## src/rtl/mem_read_arbiter.sv

```systemverilog
// Round-robin read arbiter: drains per-memory entry counts into one merged stream.
// Optional build macro TRUNC_COUNT_EN enables the saturating truncated-window counter.
`ifndef MEM_SIZE
`define MEM_SIZE 6
`endif

module mem_read_arbiter #(
  parameter int NMEM       = 4,
  parameter int MEM_WIDTH  = 16,
  parameter int ADD_SIZE   = `MEM_SIZE,
  parameter int MAX_CYCLES = 100
) (
  input  logic                         clk,
  input  logic                         reset,
  input  logic                         en_proc,
  input  logic [1:0]                   start,
  output logic [1:0]                   done,
  input  logic [NMEM*6-1:0]            number_in,
  output logic [NMEM-1:0]              read_en,
  output logic [NMEM*(ADD_SIZE+1)-1:0] read_add,
  input  logic [NMEM*MEM_WIDTH-1:0]    data_in,
  output logic [MEM_WIDTH-1:0]         data_out,
  output logic                         valid_out,
  output logic [2:0]                   src_out,
  output logic                         trunc,
  output logic [15:0]                  trunc_count
);

`ifdef TRUNC_COUNT_EN
  localparam bit CNT_EN = 1'b1;
`else
  localparam bit CNT_EN = 1'b0;
`endif
  localparam int AW = ADD_SIZE + 1;

  typedef enum logic [1:0] {IDLE, SCAN, FLUSH, FIN} state_t;

  state_t                state_q, state_d;
  logic [2:0]            rr_q, rr_d;
  logic [5:0]            rd_cnt_q [NMEM];
  logic [5:0]            rd_cnt_d [NMEM];
  logic [5:0]            snap_q [NMEM];
  logic [5:0]            snap_d [NMEM];
  logic [AW-1:0]         add_q [NMEM];
  logic [AW-1:0]         add_d [NMEM];
  logic                  page_q, page_d;
  logic [15:0]           cyc_q, cyc_d;
  logic                  flush_q, flush_d;
  logic [NMEM-1:0]       read_en_q, read_en_d;
  logic                  v0_q, v0_d;
  logic [2:0]            src0_q, src0_d;
  logic                  valid_q, valid_d;
  logic [MEM_WIDTH-1:0]  data_q, data_d;
  logic [2:0]            src_q, src_d;
  logic [1:0]            done_q, done_d;
  logic                  trunc_q, trunc_d;
  logic [15:0]           tcnt_q, tcnt_d;

  logic [NMEM-1:0]       pending;
  logic                  found;
  logic [2:0]            gnt;
  logic                  rem_next;
  logic                  trunc_evt;

  always_comb begin
    for (int m = 0; m < NMEM; m++) pending[m] = rd_cnt_q[m] < snap_q[m];
  end

  // First pending memory at or after rr, wrapping.
  always_comb begin : grant_logic
    int idx;
    idx   = 0;
    found = 1'b0;
    gnt   = '0;
    for (int i = 0; i < NMEM; i++) begin
      idx = int'(rr_q) + i;
      if (idx >= NMEM) idx = idx - NMEM;
      for (int m = 0; m < NMEM; m++) begin
        if (!found && pending[m] && idx == m) begin
          found = 1'b1;
          gnt   = 3'(m);
        end
      end
    end
  end

  always_comb begin
    state_d   = state_q;
    rr_d      = rr_q;
    page_d    = page_q;
    cyc_d     = cyc_q;
    flush_d   = flush_q;
    read_en_d = read_en_q;
    v0_d      = v0_q;
    src0_d    = src0_q;
    valid_d   = valid_q;
    data_d    = data_q;
    src_d     = src_q;
    done_d    = done_q;
    trunc_d   = trunc_q;
    rem_next  = 1'b0;
    trunc_evt = 1'b0;
    for (int m = 0; m < NMEM; m++) begin
      rd_cnt_d[m] = rd_cnt_q[m];
      snap_d[m]   = snap_q[m];
      add_d[m]    = add_q[m];
    end

    if (en_proc) begin
      read_en_d = '0;
      done_d    = 2'b00;
      v0_d      = |read_en_q;
      src0_d    = '0;
      for (int m = 0; m < NMEM; m++) if (read_en_q[m]) src0_d = 3'(m);
      valid_d = v0_q;
      if (v0_q) begin
        src_d = src0_q;
        for (int m = 0; m < NMEM; m++)
          if (src0_q == 3'(m)) data_d = data_in[m*MEM_WIDTH +: MEM_WIDTH];
      end

      if (start[0]) begin
        // A restart abandons the current window; in-flight reads still drain.
        if (state_q == SCAN) begin
          trunc_d   = |pending;
          trunc_evt = |pending;
        end
        for (int m = 0; m < NMEM; m++) begin
          snap_d[m]   = number_in[m*6 +: 6];
          rd_cnt_d[m] = '0;
        end
        page_d  = start[1];
        cyc_d   = '0;
        state_d = SCAN;
      end else begin
        case (state_q)
          SCAN: begin
            if (found) begin
              for (int m = 0; m < NMEM; m++) begin
                if (gnt == 3'(m)) begin
                  read_en_d[m] = 1'b1;
                  add_d[m]     = {page_q, ADD_SIZE'(rd_cnt_q[m])};
                  rd_cnt_d[m]  = rd_cnt_q[m] + 6'd1;
                end
              end
              rr_d = (gnt == 3'(NMEM-1)) ? 3'd0 : gnt + 3'd1;
            end
            cyc_d = cyc_q + 16'd1;
            for (int m = 0; m < NMEM; m++) if (rd_cnt_d[m] < snap_q[m]) rem_next = 1'b1;
            if (!rem_next) begin
              state_d = FLUSH;
              flush_d = 1'b1;
              trunc_d = 1'b0;
            end else if (cyc_d >= 16'(MAX_CYCLES)) begin
              state_d   = FLUSH;
              flush_d   = 1'b1;
              trunc_d   = 1'b1;
              trunc_evt = 1'b1;
            end
          end
          FLUSH: begin
            if (flush_q) flush_d = 1'b0;
            else begin
              state_d = FIN;
              done_d  = {page_q, 1'b1};
            end
          end
          FIN:     state_d = IDLE;
          default: state_d = state_q;
        endcase
      end
    end

    tcnt_d = tcnt_q;
    if (CNT_EN && trunc_evt && tcnt_q != 16'hFFFF) tcnt_d = tcnt_q + 16'd1;
  end

  always_ff @(posedge clk) begin
    if (reset) begin
      state_q   <= IDLE;
      rr_q      <= '0;
      page_q    <= 1'b0;
      cyc_q     <= '0;
      flush_q   <= 1'b0;
      read_en_q <= '0;
      v0_q      <= 1'b0;
      src0_q    <= '0;
      valid_q   <= 1'b0;
      data_q    <= '0;
      src_q     <= '0;
      done_q    <= '0;
      trunc_q   <= 1'b0;
      tcnt_q    <= '0;
      for (int m = 0; m < NMEM; m++) begin
        rd_cnt_q[m] <= '0;
        snap_q[m]   <= '0;
        add_q[m]    <= '0;
      end
    end else begin
      state_q   <= state_d;
      rr_q      <= rr_d;
      page_q    <= page_d;
      cyc_q     <= cyc_d;
      flush_q   <= flush_d;
      read_en_q <= read_en_d;
      v0_q      <= v0_d;
      src0_q    <= src0_d;
      valid_q   <= valid_d;
      data_q    <= data_d;
      src_q     <= src_d;
      done_q    <= done_d;
      trunc_q   <= trunc_d;
      tcnt_q    <= tcnt_d;
      for (int m = 0; m < NMEM; m++) begin
        rd_cnt_q[m] <= rd_cnt_d[m];
        snap_q[m]   <= snap_d[m];
        add_q[m]    <= add_d[m];
      end
    end
  end

  // A pending grant is held, not lost, while the block is frozen.
  assign read_en = read_en_q & {NMEM{en_proc}};

  always_comb begin
    read_add = '0;
    for (int m = 0; m < NMEM; m++) read_add[m*AW +: AW] = add_q[m];
  end

  assign data_out    = data_q;
  assign valid_out   = valid_q;
  assign src_out     = src_q;
  assign done        = done_q;
  assign trunc       = trunc_q;
  assign trunc_count = tcnt_q;

endmodule
```

## config.mk

```make
export PLATFORM = sky130hd
export DESIGN_NAME = mem_read_arbiter
export DESIGN_NICKNAME = d
export VERILOG_FILES = /design/src/rtl/mem_read_arbiter.sv
export SDC_FILE = /design/constraint.sdc
export NUM_CORES = 1
export LEC_CHECK = 0
export BUFFER_PORTS_ARGS = -buffer_cell sky130_fd_sc_hd__buf_2
export CORE_MARGIN = 4
export CORE_UTILIZATION = 45
export DETAILED_ROUTE_END_ITERATION = 10
export PLACE_DENSITY_LB_ADDON = 0.2
export SYNTH_ARGS = -nofsm -noshare
export SYNTH_HDL_FRONTEND = slang
export SYNTH_SLANG_ARGS = --single-unit
```

## constraint.sdc

```tcl
create_clock -name clk -period 4.7 [get_ports clk]
set_input_delay 0.235 -clock clk [delete_from_list [all_inputs] [get_ports clk]]
set_output_delay 0.235 -clock clk [all_outputs]
set_load 0.02 [all_outputs]
```

After elaboration in Yosys (flattened, before gate mapping)
Memories as Yosys holds them, arrays and structs flattened.
Index checks and enable logic that the tools add are counted.
{"block": "word_totals", "mem_bits_rw": 76, "mem_count": 3, "regBits": 54}
{"memory": "add_q", "words": 4, "width": 7, "rd": 4, "rd_clocked_by_memory_dff": 0, "write_ports": 4, "line": "44", "text": "logic [AW-1:0] add_q [NMEM];"}
{"memory": "rd_cnt_q", "words": 4, "width": 6, "rd": 4, "rd_clocked_by_memory_dff": 0, "write_ports": 4, "line": "40", "text": "logic [5:0] rd_cnt_q [NMEM];"}
{"memory": "snap_q", "words": 4, "width": 6, "rd": 4, "rd_clocked_by_memory_dff": 0, "write_ports": 4, "line": "42", "text": "logic [5:0] snap_q [NMEM];"}
{"block": "op_classes", "bitwise_logic": 14, "n_mux": 110, "n_reduce_logical": 66, "order_cmp": 13, "eq_ne": 25, "add_sub_neg": 13}
{"operator": "== test 32 x 3 -> 1 bit (second input constant)", "count": 8}
{"operator": "2-to-1 mux 24 bit", "count": 9}
{"operator": "== test 32 x 2 -> 1 bit (second input constant)", "count": 4}
{"operator": "logical NOT 32 bit", "count": 4}
{"operator": "2-to-1 mux 32 bit", "count": 4}
{"operator": "2-to-1 mux 28 bit", "count": 4}
{"operator": "2-to-1 mux 16 bit", "count": 6}
{"operator": "2-to-1 mux 6 bit", "count": 12}
{"operator": "2-to-1 mux 7 bit", "count": 8}
{"operator": "2-to-1 mux 3 bit", "count": 17}
{"operator": "less-than comparator 6 bit", "count": 8}
{"operator": "2-to-1 mux 1 bit", "count": 38}
{"operator": "logical AND 1 bit", "count": 31}
{"operator": "adder 6 x 1 -> 6 bit (second input constant)", "count": 4}
{"operator": "adder 16 x 1 -> 16 bit (second input constant)", "count": 1}
{"operator": "greater-or-equal comparator 16 x 7 -> 1 bit (second input constant)", "count": 1}
{"operator": "logical NOT 1 bit", "count": 15}
{"operator": "subtractor 4 x 3 -> 5 bit (second input constant)", "count": 3}
{"operator": "2-to-1 mux 2 bit", "count": 7}
{"operator": "== test 3 x 2 -> 1 bit (second input constant)", "count": 4}
{"operator": "greater-or-equal comparator 4 x 3 -> 1 bit (second input constant)", "count": 3}
{"operator": "2-to-1 mux 4 bit", "count": 3}
{"operator": "OR 1 bit", "count": 12}
{"operator": "AND reduction 4 bit", "count": 3}
{"operator": "20 further kinds", "count": 32}

Longest topological paths before layout
Gate-level depths: netlist of the first run.
{"block": "depth", "depth_word": 82, "mapped_depth": 23}

Worst setup path after synthesis of the first run
No wires, ideal clock.
{"block": "synth_path", "path_type": "register -> register", "start": "memory rd_cnt_q[2][3]", "end": "register flush_q", "arrival_time_ps": 4754, "path_stages_with_launch": 22, "synth_period_minus_slack_ps": 4878, "slack_ps": -178, "t_required_ps": 4577, "path_cell_list": "dfxtp_1 ha_1 a2111oi_0 o2bb2ai_1 nor2b_1 nor3_1 o22ai_1 inv_1 ha_1 o41ai_1 clkbuf_1 nor2_1 xor2_1 ha_1 a21oi_1 o21ai_0 or4_1 o21ai_0 nor4_1 o311ai_4 a2111oi_2 mux2_1"}
{"item": "start, declared", "line": "40"}
{"item": "end signal, assigned", "line": "204", "text": "flush_q <= flush_d;"}
{"item": "end, declared", "line": "48", "text": "logic flush_q, flush_d;"}

==> results of run 1 <==
## cells in the final DEF (no fill, tap or decap), drive strengths merged, types with 6 or more instances in the layout
cell type | synthesis | final
buf | 25 | 219
nand2 | 131 | 131
dfxtp | 127 | 127
nor2 | 94 | 94
a21oi | 86 | 86
ha | 53 | 53
inv | 38 | 38
o21ai | 29 | 29
nor3 | 27 | 27
mux2i | 24 | 24
nand3 | 23 | 23
clkbuf | 41 | 22
a22oi | 20 | 20
conb | 1 | 17
mux4 | 16 | 16
xor2 | 13 | 13
mux2 | 10 | 10
a311oi | 7 | 7
a211oi | 7 | 7
and2 | 7 | 7
or3 | 6 | 6
bufinv | 0 | 6
## cell families (layout without fill, tap and decap cells)
logic type                 after synthesis  count (layout)  synth area share, %
xor gates and xnor gates                18              18                 2.18
muxes                                   50              50                 9.87
other                                    1              17               0.0519
AOI/OAI and AO/OA                      198             198                 17.8
adders and majority gates               53              53                 9.18
buffers and inverters                  104             289                 6.37
and+or+nand+nor                        320             320                 19.3
DFF                                    127             127                 35.2
## worst reg2reg max path, stage by stage (launching register included)
cell and delay, ps:
dfxtp_2 360, inv_2 50, ha_1 280, o211a_1 120
o21ai_1 80, o2bb2ai_2 160, buf_4 160, a221oi_4 320
o22ai_4 160, inv_2 130, ha_4 150, o41ai_4 100
or2_4 250, xnor2_1 130, ha_1 310, a21oi_2 60
o21ai_2 130, or4_1 160, o21ai_2 60, nor4_2 340
o311ai_4 210, a2111oi_4 400, mux2_4 330
## metrics by stage
step / area, um2 / util, % / power, mW / instances / hold slack [ps]
2_1_floorplan: 7290 / - / 1.38 / 887 / 371
3_3_place_gp: 8480 / 53.5 / 1.51 / 1248 / 439
3_5_place_dp: 8480 / 53.5 / 1.52 / 1248 / 443
4_1_cts: 9250 / 58.4 / 3.06 / 1284 / 34.4
5_1_grt: 9640 / 60.9 / 3.22 / 1288 / 41.6
6_report: 9640 / 60.9 / 3.10 / 1288 / 51.0
## area by class of cell
cell class              instances  area [um2]  area share, %
repair buffers                219        1280           13.3
inverters                      38         143           1.48
multi-input cells             656        4710           48.9
clock inverters                10         206           2.14
well taps                     216         270           2.80
clock buffers                  22         474           4.92
flip-flops and latches        127        2550           26.5
## registers in the layout, summed over array words and instances, names as in the netlist
register,cells
add_q,28
rd_cnt_q,24
snap_q,24
cyc_q,16
data_out,16
read_en_q,4
done,2
rr_q,2
src0_q,2
src_out,2
state_q,2
flush_q,1
page_q,1
trunc,1
v0_q,1
valid_out,1
## what timing repair did
| action | CTS | global route |
|---|---|---|
| setup endpoints to repair | 3 | 4 |
| endpoints found under the hold margin | 0 | 0 |
| buffers inserted | 4 | 4 |
| gates resized for setup | 13 | 76 |
| pin swaps | 6 | 28 |
## routing by layer
| metal | vias to the layer above | global-route usage (%) | wire, um |
|---|---|---|---|
| met2 | 202 | 35.7 | 9730 |
| met1 | 3249 | 26.2 | 8520 |
| li1 | 3433 | - | - |
| met5 | - | 0 | 0 |
| met3 | 27 | 5.77 | 1310 |
| met4 | 0 | 6.67 | 289 |
## final timing paths
kind              cells after the start           end  slack, ps
hold / removal                        3  snap_q[1][1]         50
setup / recovery                     22       flush_q        160
setup reg to reg                     22       flush_q        160
hold reg to reg                       2   data_out[8]        450
## power by group through the flow
stage / Combinational [mW] / Sequential (mW) / Clock (mW)
finish: 0.461 / 1.12 / 1.52
CTS: 0.392 / 1.12 / 1.55
global placement: 0.371 / 1.14 / 0
floorplan: 0.240 / 1.14 / 0
global route: 0.503 / 1.12 / 1.59
detailed placement: 0.375 / 1.14 / 0
==> results.cfg, run 1 <==
[timing]
finClkSkew_ps = 18.1
finalHoldViolCount = 0
clock.fmax_mhz = 220
finalCriticalPeriod_ps = 4540
report.final.slew_viol_count = 0
finalCritPeriodShare_pct = 96.6
relSlewSlack_pct = 22.5
setup_violations = 0
rsz0062_at_grt = yes
fin_ws_ps = 159
tightest_slew_ps = 1160
tns_ps = 0

[yosys]
ys_warn_count = 0
ys_seq_area_share_pct = 35.2
synthArstFlopShare_pct = 0
synthTopCellsByArea = dfxtp_1, ha_1, nand2_1, a21oi_1, mux4_2
yosys-top-cells-count = nand2_1, dfxtp_1, nor2_1
synth_edf_count = 0
postSynthCellCount = 871
synth_seq_cells = 127
post-synth-top-count-cell = nand2_1
synth_top_area_share_pct = 35.2
yosysUniqueCellTypes = 65
synth_ff_type = dfxtp_1
avgSynthCellArea_um2 = 8.29
synth_area_mm2 = 0.00722
synth_area_leader_cell = dfxtp_1

[floorplanning]
die_h_um = 135
dieArea_mm2 = 0.0181
ioPinCount = 164
core_mm2 = 0.0158
rows = 46
chipWidth_um = 135
start_util_pct = 45.6

[worst_setup_path]
cp_data_required_time_ps = 5010
cp_cell_sequence = inv_2 -> ha_1 -> o211a_1 -> o21ai_1 -> o2bb2ai_2 -> buf_4 -> a221oi_4 -> o22ai_4 -> inv_2 -> ha_4 -> o41ai_4 -> or2_4 -> xnor2_1 -> ha_1 -> a21oi_2 -> o21ai_2 -> or4_1 -> o21ai_2 -> nor4_2 -> o311ai_4 -> a2111oi_4 -> mux2_4
r2r-start = snap_q[2][1]
cp-start-kind = flop
end_kind = flop
crit_path_max_incr_delay_ps = 400
critPathArrivalTime_ps = 4850
criticalPathCategory = reg -> reg
crit_family = compound AO/OA/AOI/OAI gates
cp_slowest_cell = a2111oi_4
worstSetupStartpoint = snap_q[2][1]
cp_max_fo = 4
cp.buffers_inverters = 3

[grt]
grt_pass1_vias = 6475
grt_max_degree = 93
overflow = 0
antenna_found_initial = 0
grt_pass1_wl_mm = 31.1
track_usage_pct = 21.1

[layout]
fillers = 1409
antenna_cells = 0
syn_to_final_growth_pct = 33.5
final_nets = 1205
post_route_cells_drive_above_1_share_pct = 32.5

[clocking]
cts_tree = done
holdBufCountCts = 0
clk_path_buf_depth = 2
clk_latency_ps = 420
cts_root_buf = clkbuf_16
clock_sink_count = 127
htree_num_levels = 4
clkTransAtPathRegs_ps = 60
cts_buffers = 17

[pwr]
clkPwrFrac_pct = 49.0
seqPwrFrac_pct = 36.1
p_sw_mw = 0.756
swShare_pct = 24.4
power_frac_comb_pct = 14.9
ir_drop_uv = 263
internal-power_mw = 2.34
p_leak_nw = 4.17
power_density_mw_per_mm2 = 321

[drt]
antenna_left = 0
dr.first_iter.drc_count = 340
wl_mm = 19.9
dr_total_vias = 6911
vias_per_cell = 5.37
dr.pass1.iters = 6
post-route-drc-count = 0
avgRoutedWirePerCell_um = 15.4

[outcome]
status = finished clean

[placed_design]
port_buffers = 146
pre_cts_ws_ps = -190
globalplace.congestion = 0.852
hpwl_mm = 13.9

[min_path]
hold_path_class = in -> reg
hold_start = number_in[7]

[job]
drv_cap = 0
(Power assumes the default switching activity.)
==> inputs of run 2 (changes only) <==
--- a/config.mk
+++ b/config.mk
@@ -5,9 +5,12 @@
 export SDC_FILE = /design/constraint.sdc
 export NUM_CORES = 1
 export LEC_CHECK = 0
+export ABC_CLOCK_PERIOD_IN_PS = 4700
 export BUFFER_PORTS_ARGS = -buffer_cell sky130_fd_sc_hd__buf_2
+export CELL_PAD_IN_SITES_DETAIL_PLACEMENT = 1
+export CELL_PAD_IN_SITES_GLOBAL_PLACEMENT = 1
 export CORE_MARGIN = 4
-export CORE_UTILIZATION = 45
+export CORE_UTILIZATION = 36
 export DETAILED_ROUTE_END_ITERATION = 10
 export PLACE_DENSITY_LB_ADDON = 0.2
 export SYNTH_ARGS = -nofsm -noshare
==> run 2 against run 1 <==
Compared with the run above: clock-buffer cell count fell by 5; largest cell class unchanged; design area increased by 2.3%; combinational power increased by 11%; hold slack worse by 12 ps; global-route usage decreased by 0.30 points; utilization is 11 points lower; setup slack got worse by 100 ps; register-to-register slack got worse by 100 ps; sequential share of layout area fell by 0.59 points; sequential power about the same; critical path depth increased by 2; routed wire length grew 23%.
==> results.cfg, run 2 (synthesized netlist as in run 1, its figures left out) <==
[worst_setup_path]
end_kind = flop
critPathArrivalTime_ps = 4960
cp_data_required_time_ps = 5020
criticalPathCategory = reg -> reg
cp-start-kind = flop
cp_max_fo = 5
r2r-start = snap_q[0][2]
worstSetupStartpoint = snap_q[0][2]

[clocking]
holdBufCountCts = 0
cts_tree = done
clk_latency_ps = 430
clock_sink_count = 127
cts_root_buf = clkbuf_16
htree_num_levels = 4
cts_buffers = 17
clkTransAtPathRegs_ps = 60
clk_path_buf_depth = 2

[timing]
fin_ws_ps = 58.4
hold-worst-slack_ps = 39.1
tightest_slew_ps = 1110
finalHoldViolCount = 0
relSlewSlack_pct = 26.1
finalCriticalPeriod_ps = 4640
report.final.slew_viol_count = 0
clock.fmax_mhz = 215
finClkSkew_ps = 8.20
setup_violations = 0
finalCritPeriodShare_pct = 98.8

[layout]
post_route_cells_drive_above_1_share_pct = 34.9
top_register = add_q
largest_registers = add_q x28, rd_cnt_q x24, snap_q x24
final_common_cell = buf_2
final_nets = 1224
fin_area_mm2 = 0.00986
largest_register_ffs = 28
antenna_cells = 0
final_cell_mix = buf_2, nand2_1, dfxtp_1
syn_to_final_growth_pct = 36.5

[floorplanning]
die_h_um = 150
core_mm2 = 0.0196
ioPinCount = 164
chipWidth_um = 150
rows = 51
start_util_pct = 36.9
dieArea_mm2 = 0.0224

[drt]
dr_total_vias = 7169
vias_per_cell = 5.29
dr.first_iter.drc_count = 243
antenna_left = 0
dr.pass1.iters = 4
wl_mm = 24.4
avgRoutedWirePerCell_um = 18.0
post-route-drc-count = 0

[placed_design]
hpwl_mm = 16.2
pre_cts_ws_ps = -236
globalplace.congestion = 0.844
placed_cell_area_mm2 = 0.00860
port_buffers = 146

[grt]
track_usage_pct = 20.8
grt_pass1_vias = 7432
grt_max_degree = 75
overflow = 0
antenna_found_initial = 0
grt_pass1_wl_mm = 37.4

[job]
drv_cap = 0

[min_path]
hold_path_class = in -> reg
hold_start = number_in[16]

[pwr]
power_density_mw_per_mm2 = 303
p_leak_nw = 4.25
ir_drop_uv = 216

[outcome]
status = finished clean
-- run 2: worst paths after layout --
path	endpoint	depth (start not counted)	slack [ps]
worst max-delay path	state_q[0]	24	60
worst min-delay path	snap_q[2][4]	3	40
worst max register to register	state_q[0]	24	60
worst min register to register	snap_q[3][2]	2	450
-- run 2: power by group --
group | switching (mW) | internal (mW) | total, mW
Sequential | 0.0205 | 1.10 | 1.12
Combinational | 0.283 | 0.230 | 0.513
Clock | 0.560 | 0.798 | 1.36
Total | 0.864 | 2.13 | 2.99
-- run 2: area by class of cell --
cell class,count,area [um2]
Sequential cell,127,2550
Clock buffer,17,425
Fill cell,2344,9730
Inverter,38,145
Timing Repair Buffer,238,1440
Clock inverter,15,174
Multi-Input combinational cell,656,4800
Tap cell,265,332
-- run 2: per-stage QoR --
| stage | TNS (ps) | util (%) | instances | power (mW) |
|---|---|---|---|---|
| finish | 0 | 50.3 | 1356 | 2.99 |
| global route | -441 | 50.3 | 1356 | 3.11 |
| CTS | 0 | 48.3 | 1342 | 2.93 |
| detailed placement | -562 | 43.9 | 1305 | 1.53 |
| global placement | -106 | 43.9 | 1305 | 1.53 |
| floorplan | 0 | - | 887 | 1.38 |
-- run 2: what timing repair did --
item,4_1_cts,5_1_grt
gates resized for setup,39,69
pin swaps,15,40
setup buffers,5,14
endpoints found under the setup margin,4,4
-- run 2: routing by layer --
layer	share of wire, %	GRT usage, %
met5	0	0
met4	2.6	5.95
met3	5.8	5.63
met2	50	36.2
met1	42	25.3
-- run 2: worst max-delay path: stages, from the launching register on --
cell and delay [ps]:
dfxtp_2 340, inv_2 50, ha_2 300, o211a_1 140, o21ai_2 70, o2bb2ai_4 180, buf_6 140, a221oi_2 230
o22ai_1 110, buf_4 180, inv_4 80, ha_4 160, o41ai_4 100, nor3_2 230, xor2_1 280, ha_1 300
nand2_1 130, o21ai_2 90, or4_1 550, o21ai_2 100, nor4_4 80, o311ai_4 140, buf_6 170, a41oi_2 100
o221a_1 280
==> inputs of run 3 (changes only) <==
--- a/config.mk
+++ b/config.mk
@@ -10,7 +10,8 @@
 export CELL_PAD_IN_SITES_DETAIL_PLACEMENT = 1
 export CELL_PAD_IN_SITES_GLOBAL_PLACEMENT = 1
 export CORE_MARGIN = 4
-export CORE_UTILIZATION = 36
+export CORE_UTILIZATION = 37
+export CTS_BUF_LIST = sky130_fd_sc_hd__clkbuf_4
 export DETAILED_ROUTE_END_ITERATION = 10
 export PLACE_DENSITY_LB_ADDON = 0.2
 export SYNTH_ARGS = -nofsm -noshare
==> run 3 against run 2 <==
Compared with the run above: the run now ends with setup timing left; non-clock buffer count rose by 27; setup slack worse by 66 ps; global-route usage rose by 0.48 points; routed wire length up 0.48%; maximum frequency shrank 1.4%; total power down 18%; final cell count is 1.7% higher; sequential cell count stayed put; largest cell class unchanged; largest power group is now registers.
==> results.cfg, run 3 (synthesized netlist as in run 1, its figures left out) <==
[pwr]
power_mw = 2.46
power_density_mw_per_mm2 = 252
p_leak_nw = 4.22
ir_drop_uv = 141

[clocking]
htree_num_levels = 4
cts_root_buf = clkbuf_4
clock_sink_count = 127
cts_tree = done
clkTransAtPathRegs_ps = 120
clk_path_buf_depth = 2
clk_latency_ps = 550
cts_buffers = 17

[layout]
seq_area_mm2 = 0.00255
final_common_cell = buf_2
largest_register_ffs = 28
final_nets = 1251
multiInputGateArea_mm2 = 0.00472
top_register = add_q
fillers = 2279
post_route_cells_drive_above_1_share_pct = 33.6
final_cell_mix = buf_2, nand2_1, dfxtp_1
final_util_pct = 51.5
fin_area_mm2 = 0.00976
syn_to_final_growth_pct = 35.1
largest_registers = add_q x28, rd_cnt_q x24, snap_q x24

[grt]
overflow = 0
grt_pass1_vias = 7543
met3_usage_pct = 4.51
antenna_found_initial = 0
top_usage_layer = met2
track_usage_pct = 21.3
grt_pass1_wl_mm = 38.1
grt_max_degree = 73
use_met1_pct = 26.4
globalRouteMet2Util_pct = 37.4

[worst_setup_path]
cp_num_cells = 23
cp-start-kind = flop
crit_family = compound AO/OA/AOI/OAI gates
cp_cell_sequence = inv_2 -> ha_2 -> or3b_1 -> o2111ai_2 -> o2bb2ai_4 -> buf_6 -> a21oi_1 -> o21ai_1 -> nand2_1 -> o21a_4 -> inv_4 -> ha_4 -> o41ai_4 -> buf_4 -> mux2_4 -> ha_4 -> o211ai_1 -> nor3_1 -> nor2_1 -> nor4_2 -> o311ai_4 -> a2111oi_2 -> mux2_1
r2r_cells = 23
critPathArrivalTime_ps = 5140
cp_common_cell = ha_4
crit_path_max_incr_delay_ps = 390
end_kind = flop
cp_slowest_cell = or3b_1
cp_data_required_time_ps = 5130
cp_max_fo = 4
cp.buffers_inverters = 4
criticalPathCategory = reg -> reg
ff2ff_setup_slack_ps = -8

[outcome]
status = finished with violations
violations = setup timing

[floorplanning]
ioPinCount = 164
start_util_pct = 38.1
core_mm2 = 0.0190
chipWidth_um = 148
dieArea_mm2 = 0.0218
die_h_um = 148
rows = 50

[timing]
finalHoldViolCount = 0
relSlewSlack_pct = 26.0
report.final.slew_viol_count = 0
tightest_slew_ps = 1110
finalCritPeriodShare_pct = 100
finalCriticalPeriod_ps = 4710
clock.fmax_mhz = 212
finClkSkew_ps = 20.9
hold-worst-slack_ps = 126
setup_violations = 1
fin_ws_ps = -7.87

[min_path]
holdPathStages = 3
hold_path_class = in -> reg

[drt]
dr.pass1.iters = 4
post-route-drc-count = 0
antenna_left = 0
avgRoutedWirePerCell_um = 17.7
vias_per_cell = 5.25
wl_mm = 24.5
dr_total_vias = 7237
dr.first_iter.drc_count = 278

[job]
drv_cap = 0

[placed_design]
globalplace.congestion = 0.828
port_buffers = 146
hpwl_mm = 16.4
pre_cts_ws_ps = -294
placed_cell_area_mm2 = 0.00862
[run 3: cell types whose count changed in the layout (fill, tap and decap cells not counted), sizes merged]
cell         before  now
buf             238  240
diode             0    1
inv              47   38
bufinv            2    3
clkinv            2    8
clkbuf           17   18
clkinvlp          2    3
dlygate4sd3       0   25
[run 3: tightest hold or removal path, stage by stage]
cell and delay (ps):
buf_2 210, nor2_1 130, a311oi_1 50
[run 3: layout make-up]
type	count	area share, %
tap	260	3.33
multi-input combinational	656	48.4
clock buffer	18	1.38
sequential	127	26.2
clock inverter	14	1.73
antenna	1	0.0256
timing repair buffer	265	17.5
inverter	38	1.51
[run 3: stage by stage]
step           cells  TNS (ps)
6_report        1379     -7.87
5_1_grt         1378      -495
4_1_cts         1367     -43.7
3_5_place_dp    1304      -875
3_3_place_gp    1304      -621
2_1_floorplan    887         0
[run 3: final timing paths]
| kind | start | endpoint |
|---|---|---|
| max | snap_q[1][1] | flush_q |
| min | en_proc | v0_q |
| max reg2reg | snap_q[1][1] | flush_q |
| min reg2reg | src_out[0] | src_out[0] |
[run 3: routing by layer]
| layer | vias to the layer above | wire length, um |
|---|---|---|
| li1 | 3516 | - |
| met1 | 3512 | 10500 |
| met5 | - | 0 |
| met4 | 0 | 470 |
| met2 | 177 | 12300 |
| met3 | 32 | 1210 |
[run 3: timing repair]
item	CTS	global route
hold buffers	25	0
gates resized for setup	38	59
pin swaps	12	34
endpoints found under the hold margin	25	0
buffers inserted	6	11
endpoints found under the setup margin	4	4
[run 3: where the power goes]
group          total (mW)  switching, mW  internal [mW]
Clock               0.821          0.448          0.373
Sequential           1.12         0.0205           1.10
Combinational       0.519          0.276          0.243
